$ cat config.mk
export PLATFORM = sky130hd
export DESIGN_NAME = cmp_serial_unit
export DESIGN_NICKNAME = d
export VERILOG_FILES = /design/src/rtl/core_pack_pkg.sv /design/src/rtl/cmp_slice.sv /design/src/rtl/cmp_serial_unit.sv
export SDC_FILE = /design/constraint.sdc
export NUM_CORES = 1
export LEC_CHECK = 0
export ABC_AREA = 1
export ABC_CLOCK_PERIOD_IN_PS = 7970
export CAP_MARGIN = 20
export CORE_MARGIN = 3
export CORE_UTILIZATION = 49
export CTS_CLUSTER_SIZE = 20
export DETAILED_ROUTE_END_ITERATION = 10
export PLACE_DENSITY = 0.87
export SYNTH_ARGS = -nofsm -noshare
export SYNTH_HDL_FRONTEND = slang
export SYNTH_SLANG_ARGS = --single-unit
$ cat constraint.sdc
create_clock -name clk -period 7.97 [get_ports clk]
set_clock_uncertainty 0.1 [all_clocks]
set_input_delay 1.1955 -clock clk [delete_from_list [all_inputs] [get_ports clk]]
set_output_delay 1.1955 -clock clk [all_outputs]
set_load 0.02 [all_outputs]
$ cat src/rtl/core_pack_pkg.sv
// Shared core types: comparison opcodes, serial-compare FSM states, default sizes
// and the opcode-to-result mapping.
package core_pack_pkg;

  typedef enum logic [2:0] {
    CMP_EQ  = 3'd0,
    CMP_NE  = 3'd1,
    CMP_LT  = 3'd2,
    CMP_GE  = 3'd3,
    CMP_LTU = 3'd4,
    CMP_GEU = 3'd5
  } cmp_op_enum;

  typedef enum logic [1:0] {
    IDLE = 2'd0,
    BUSY = 2'd1,
    DONE = 2'd2
  } cmp_state_e;

  localparam int unsigned CMP_WIDTH_DEF = 64;
  localparam int unsigned CMP_SLICE_DEF = 16;

  // Final result from the accumulated difference/less-than flags.
  function automatic logic cmp_result(input cmp_op_enum op, input logic diff, input logic lt);
    logic res;
    res = 1'b0;
    case (op)
      CMP_EQ:           res = !diff;
      CMP_NE:           res = diff;
      CMP_LT, CMP_LTU:  res = lt;
      CMP_GE, CMP_GEU:  res = !lt;
      default:          res = 1'b0;
    endcase
    return res;
  endfunction

endpackage

$ cat src/rtl/cmp_slice.sv
// One-slice magnitude compare: reports inequality and a < b, signed or unsigned.
module cmp_slice #(
  parameter int unsigned SLICE = 16
) (
  input  logic [SLICE-1:0] a,
  input  logic [SLICE-1:0] b,
  input  logic             is_signed,
  output logic             diff,
  output logic             lt
);

  always_comb begin
    diff = (a != b);
    lt   = is_signed ? ($signed(a) < $signed(b)) : (a < b);
  end

endmodule

$ cat src/rtl/cmp_serial_unit.sv
// Multi-cycle comparator scanning operands MSB slice first, one slice per cycle.
// Optional CMP_EARLY_EXIT_EN finishes as soon as the first differing slice is seen.
module cmp_serial_unit
  import core_pack_pkg::*;
#(
  parameter int unsigned WIDTH = CMP_WIDTH_DEF,
  parameter int unsigned SLICE = CMP_SLICE_DEF,
  parameter int unsigned TAG_W = 4
) (
  input  logic             clk,
  input  logic             rstn,
  input  logic             flush,
  input  logic             req_valid,
  output logic             req_ready,
  input  logic [WIDTH-1:0] req_a,
  input  logic [WIDTH-1:0] req_b,
  input  cmp_op_enum       req_op,
  input  logic [TAG_W-1:0] req_tag,
  output logic             resp_valid,
  input  logic             resp_ready,
  output logic             resp_res,
  output logic [TAG_W-1:0] resp_tag,
  output logic             busy
);

  localparam int unsigned NSLICE = WIDTH / SLICE;
  localparam int unsigned IDX_W  = (NSLICE > 1) ? $clog2(NSLICE) : 1;
  localparam logic [IDX_W-1:0] TOP_IDX = IDX_W'(NSLICE - 1);

  generate
    if (WIDTH % SLICE != 0) begin : g_bad_cfg
      $error("cmp_serial_unit: WIDTH must be a multiple of SLICE");
    end
  endgenerate

  cmp_state_e state_q, state_d;
  logic [NSLICE-1:0][SLICE-1:0] a_q, b_q;
  cmp_op_enum       op_q;
  logic [TAG_W-1:0] tag_q;
  logic [IDX_W-1:0] idx_q;
  logic             diff_found, lt;
  logic             accept, finish;
  logic             slice_signed, slice_diff, slice_lt;
  logic             diff_now, lt_now;

  // Only the top slice carries the sign, and only for signed ops.
  assign slice_signed = (idx_q == TOP_IDX) && ((op_q == CMP_LT) || (op_q == CMP_GE));
  assign diff_now     = diff_found | slice_diff;
  assign lt_now       = diff_found ? lt : slice_lt;

  cmp_slice #(.SLICE(SLICE)) u_slice (
    .a         (a_q[idx_q]),
    .b         (b_q[idx_q]),
    .is_signed (slice_signed),
    .diff      (slice_diff),
    .lt        (slice_lt)
  );

  always_ff @(posedge clk or negedge rstn) begin
    if (!rstn) state_q <= IDLE;
    else       state_q <= state_d;
  end

  always_comb begin
    state_d = state_q;
    case (state_q)
      IDLE: if (req_valid && !flush) state_d = BUSY;
      BUSY: begin
        if (flush)               state_d = IDLE;
        else if (idx_q == '0)    state_d = DONE;
`ifdef CMP_EARLY_EXIT_EN
        else if (slice_diff)     state_d = DONE;
`endif
      end
      DONE: if (flush || resp_ready) state_d = IDLE;
      default: state_d = IDLE;
    endcase
  end

  always_comb begin
    req_ready  = 1'b0;
    resp_valid = 1'b0;
    busy       = 1'b0;
    accept     = 1'b0;
    finish     = 1'b0;
    case (state_q)
      IDLE: begin
        req_ready = !flush;
        accept    = req_valid && !flush;
      end
      BUSY: begin
        busy   = 1'b1;
        finish = (state_d == DONE);
      end
      DONE: begin
        busy       = 1'b1;
        resp_valid = 1'b1;
      end
      default: ;
    endcase
  end

  // Operand capture, slice walk, first-difference flags and response latch.
  always_ff @(posedge clk or negedge rstn) begin
    if (!rstn) begin
      a_q        <= '0;
      b_q        <= '0;
      op_q       <= CMP_EQ;
      tag_q      <= '0;
      idx_q      <= '0;
      diff_found <= 1'b0;
      lt         <= 1'b0;
      resp_res   <= 1'b0;
      resp_tag   <= '0;
    end else begin
      if (accept) begin
        a_q        <= req_a;
        b_q        <= req_b;
        op_q       <= req_op;
        tag_q      <= req_tag;
        idx_q      <= TOP_IDX;
        diff_found <= 1'b0;
        lt         <= 1'b0;
      end else if (state_q == BUSY) begin
        if (!diff_found && slice_diff) begin
          diff_found <= 1'b1;
          lt         <= slice_lt;
        end
        idx_q <= idx_q - IDX_W'(1);
      end
      if (finish) begin
        resp_res <= cmp_result(op_q, diff_now, lt_now);
        resp_tag <= tag_q;
      end
    end
  end

endmodule

==> impl_metrics.env <==
export IMPL_status="finished, final reports clean"
export IMPL_totalNegativeSetupSlack_ps=0
export IMPL_cts_root_buf="clkbuf_16"
export IMPL_grt_pass1_vias=6302
export IMPL_place_congestion=0.809
export IMPL_hp_class="flop to flop"
export IMPL_final_cell_mix="482 x nand2_1, 146 x clkdlybuf4s50_1, 145 x dfrtp_1"
export IMPL_drt_iter0_drc=600
export IMPL_worstPathArrival_ps=2400
export IMPL_num_rows=42
export IMPL_synth_cells=895
export IMPL_grt_max_degree=87
export IMPL_drive_gt1_share_pct=4.56
export IMPL_dieArea_um2=15700
export IMPL_hold_viol=0
export IMPL_yosys_warnings=0
export IMPL_cts_tree="built"
export IMPL_nets=1181
export IMPL_rsz0062_at_grt="no"
export IMPL_setup_viol=0
export IMPL_syn_cell_area_um2=6970
export IMPL_clock_latency_ps=420
export IMPL_via_per_inst=5.31
export IMPL_synthesis_nets=1057
export IMPL_ctsResizeCount=0
export IMPL_clock_path_buffers=2
export IMPL_ys_ff_latch=146
export IMPL_drc=0
export IMPL_finalWirelength_um=18800
export IMPL_fin_crit_sh_pct=46.4
export IMPL_yosysSeqAreaShare_pct=52.5
export IMPL_ioPinCount=148
export IMPL_place_inst=1175
export IMPL_drv_slew=0
export IMPL_multi_input_area_um2=3010
export IMPL_start_util_pct=51.4
export IMPL_antennaDiodeCount=0
export IMPL_core_um2=13600
export IMPL_grt_overflow=0
export IMPL_layoutNonFillerInstCount=1207
export IMPL_synth_area_leaders="dfrtp_1 52%, nand2_1 26%, ha_1 4.0%"
export IMPL_clk_pin_slew_ps=60
export IMPL_p_per_area_nw_per_um2=401
export IMPL_grt_usage_pct=24.5
export IMPL_final_common_cell="nand2_1"
export IMPL_ir_worst_vdd_uv=232
export IMPL_hpwl_um=12300
export IMPL_tightest_slew_ps=952
export IMPL_cp_data_required_time_ps=6670
export IMPL_path_class="input port to output port"
export IMPL_grt_pass1_wl_um=30900
export IMPL_antenna_left=0
export IMPL_antenna_found_initial=0
export IMPL_n_fill_cell=1066
export IMPL_chipWidth_um=125
export IMPL_hold_buffers=0
export IMPL_worstPathMaxFanout=3
export IMPL_area_sequential_um2=3650
export IMPL_area_growth_pct=31.5
export IMPL_h_tree_depth=4
export IMPL_fmax_mhz=271
export IMPL_fin_crit_ps=3700
export IMPL_p_leak_nw=4.57
export IMPL_cts_sinks=146
export IMPL_syn_avg_cell_area_um2=7.78
export IMPL_synth_top_area_share_pct=52.5
export IMPL_port_buffers=147
export IMPL_drv_cap=0
export IMPL_die_h_um=125
export IMPL_slew_headroom_pct=36.5
export IMPL_dr_pass1_iters=5
export IMPL_endpoint_kind="output port"
export IMPL_vias=6409
export IMPL_wire_per_inst_um=15.5
export IMPL_yosys_area_top_type="dfrtp_1"
export IMPL_cts_setup_buffers=0
export IMPL_worstSetupStartpointType="input port"
export IMPL_yosysUniqueCellTypes=24
export IMPL_cts_buffers=17
==> cell usage after synthesis <==
library cell	n
a211oi_1	1
a21o_1	1
a21oi_1	24
a31oi_1	1
a31oi_2	1
a32o_1	16
buf_1	7
buf_2	17
clkbuf_1	25
dfrtp_1	146
ha_1	22
inv_1	24
inv_2	3
nand2_1	482
nand2_2	1
nand3_1	14
nand3_2	1
nor2_1	46
nor2_4	1
o211ai_1	1
o21ai_0	39
o21ai_1	5
o22ai_1	16
xnor2_1	1
==> through the flow <==
stage | area (µm²) | power [mW] | hold slack [ps] | worst slack, ps | util [%]
floorplan | 6970 | 2.32 | 337 | 5190 | -
global placement | 8500 | 2.71 | 348 | 4030 | 62.7
detailed placement | 8500 | 2.79 | 353 | 4000 | 62.7
CTS | 9130 | 3.67 | 367 | 4270 | 67.3
global route | 9160 | 3.97 | 380 | 4090 | 67.5
finish | 9160 | 3.67 | 364 | 4270 | 67.5
==> critical path, stage by stage <==
cell and delay (ps):
clkdlybuf4s50_1 450, nor2_1 130, clkdlybuf4s50_1 620
==> path summary, 6_finish.rpt <==
kind | startpoint | endpoint | slack, ps | cells after the start
min in group asynchronous | rstn | a_q[48]$_DFFE_PN0P_ | 670 | 1
worst min-delay path | a_q[24]$_DFFE_PN0P_ | a_q[24]$_DFFE_PN0P_ | 360 | 2
worst min register to register | a_q[24]$_DFFE_PN0P_ | a_q[24]$_DFFE_PN0P_ | 360 | 2
worst max-delay path | flush | req_ready | 4270 | 3
worst max register to register | idx_q[1]$_DFFE_PN0P_ | resp_res$_DFFE_PN0P_ | 4330 | 15
max in group asynchronous | rstn | idx_q[0]$_DFFE_PN0P_ | 5630 | 2
==> registers in the layout (all words and copies together) (netlist names) <==
signal	count
idx_q	2
lt	1
resp_res	1
state_q	2
b_q	64
a_q	64
tag_q	4
op_q	3
resp_tag	4
diff_found	1
==> report_power, final <==
part / switching [mW] / leakage, nW / total (mW) / internal [mW]
Combinational: 0.913 / 2.44 / 1.51 / 0.595
Sequential: 0.222 / 1.81 / 1.32 / 1.10
Clock: 0.300 / 0.309 / 0.845 / 0.545
Total: 1.43 / 4.57 / 3.67 / 2.24
==> cells by family after synthesis <==
group,Yosys count,synth area share [%]
and+or+nand+nor,545,29.9
DFF,146,52.5
AOI/OAI and AO/OA,105,9.22
buffers and inverters,76,4.40
adders and majority gates,22,3.95
xor gates and xnor gates,1,0.126
==> per-layer routing <==
layer	global-route usage [%]	wire, µm	part of all wire, %
met5	0	0	0
met1	33.2	7940	42
met4	8.10	403	2.1
met2	38.9	8990	48
met3	6.18	1420	7.6
==> cell type report <==
type / count / area share (%)
clock inverters: 10 / 1.71
flip-flops and latches: 146 / 39.9
repair buffers: 154 / 16.9
well taps: 176 / 2.41
inverters: 27 / 1.13
clock buffers: 21 / 5.14
multi-input cells: 673 / 32.8
Power figures use the tool's default switching activity.
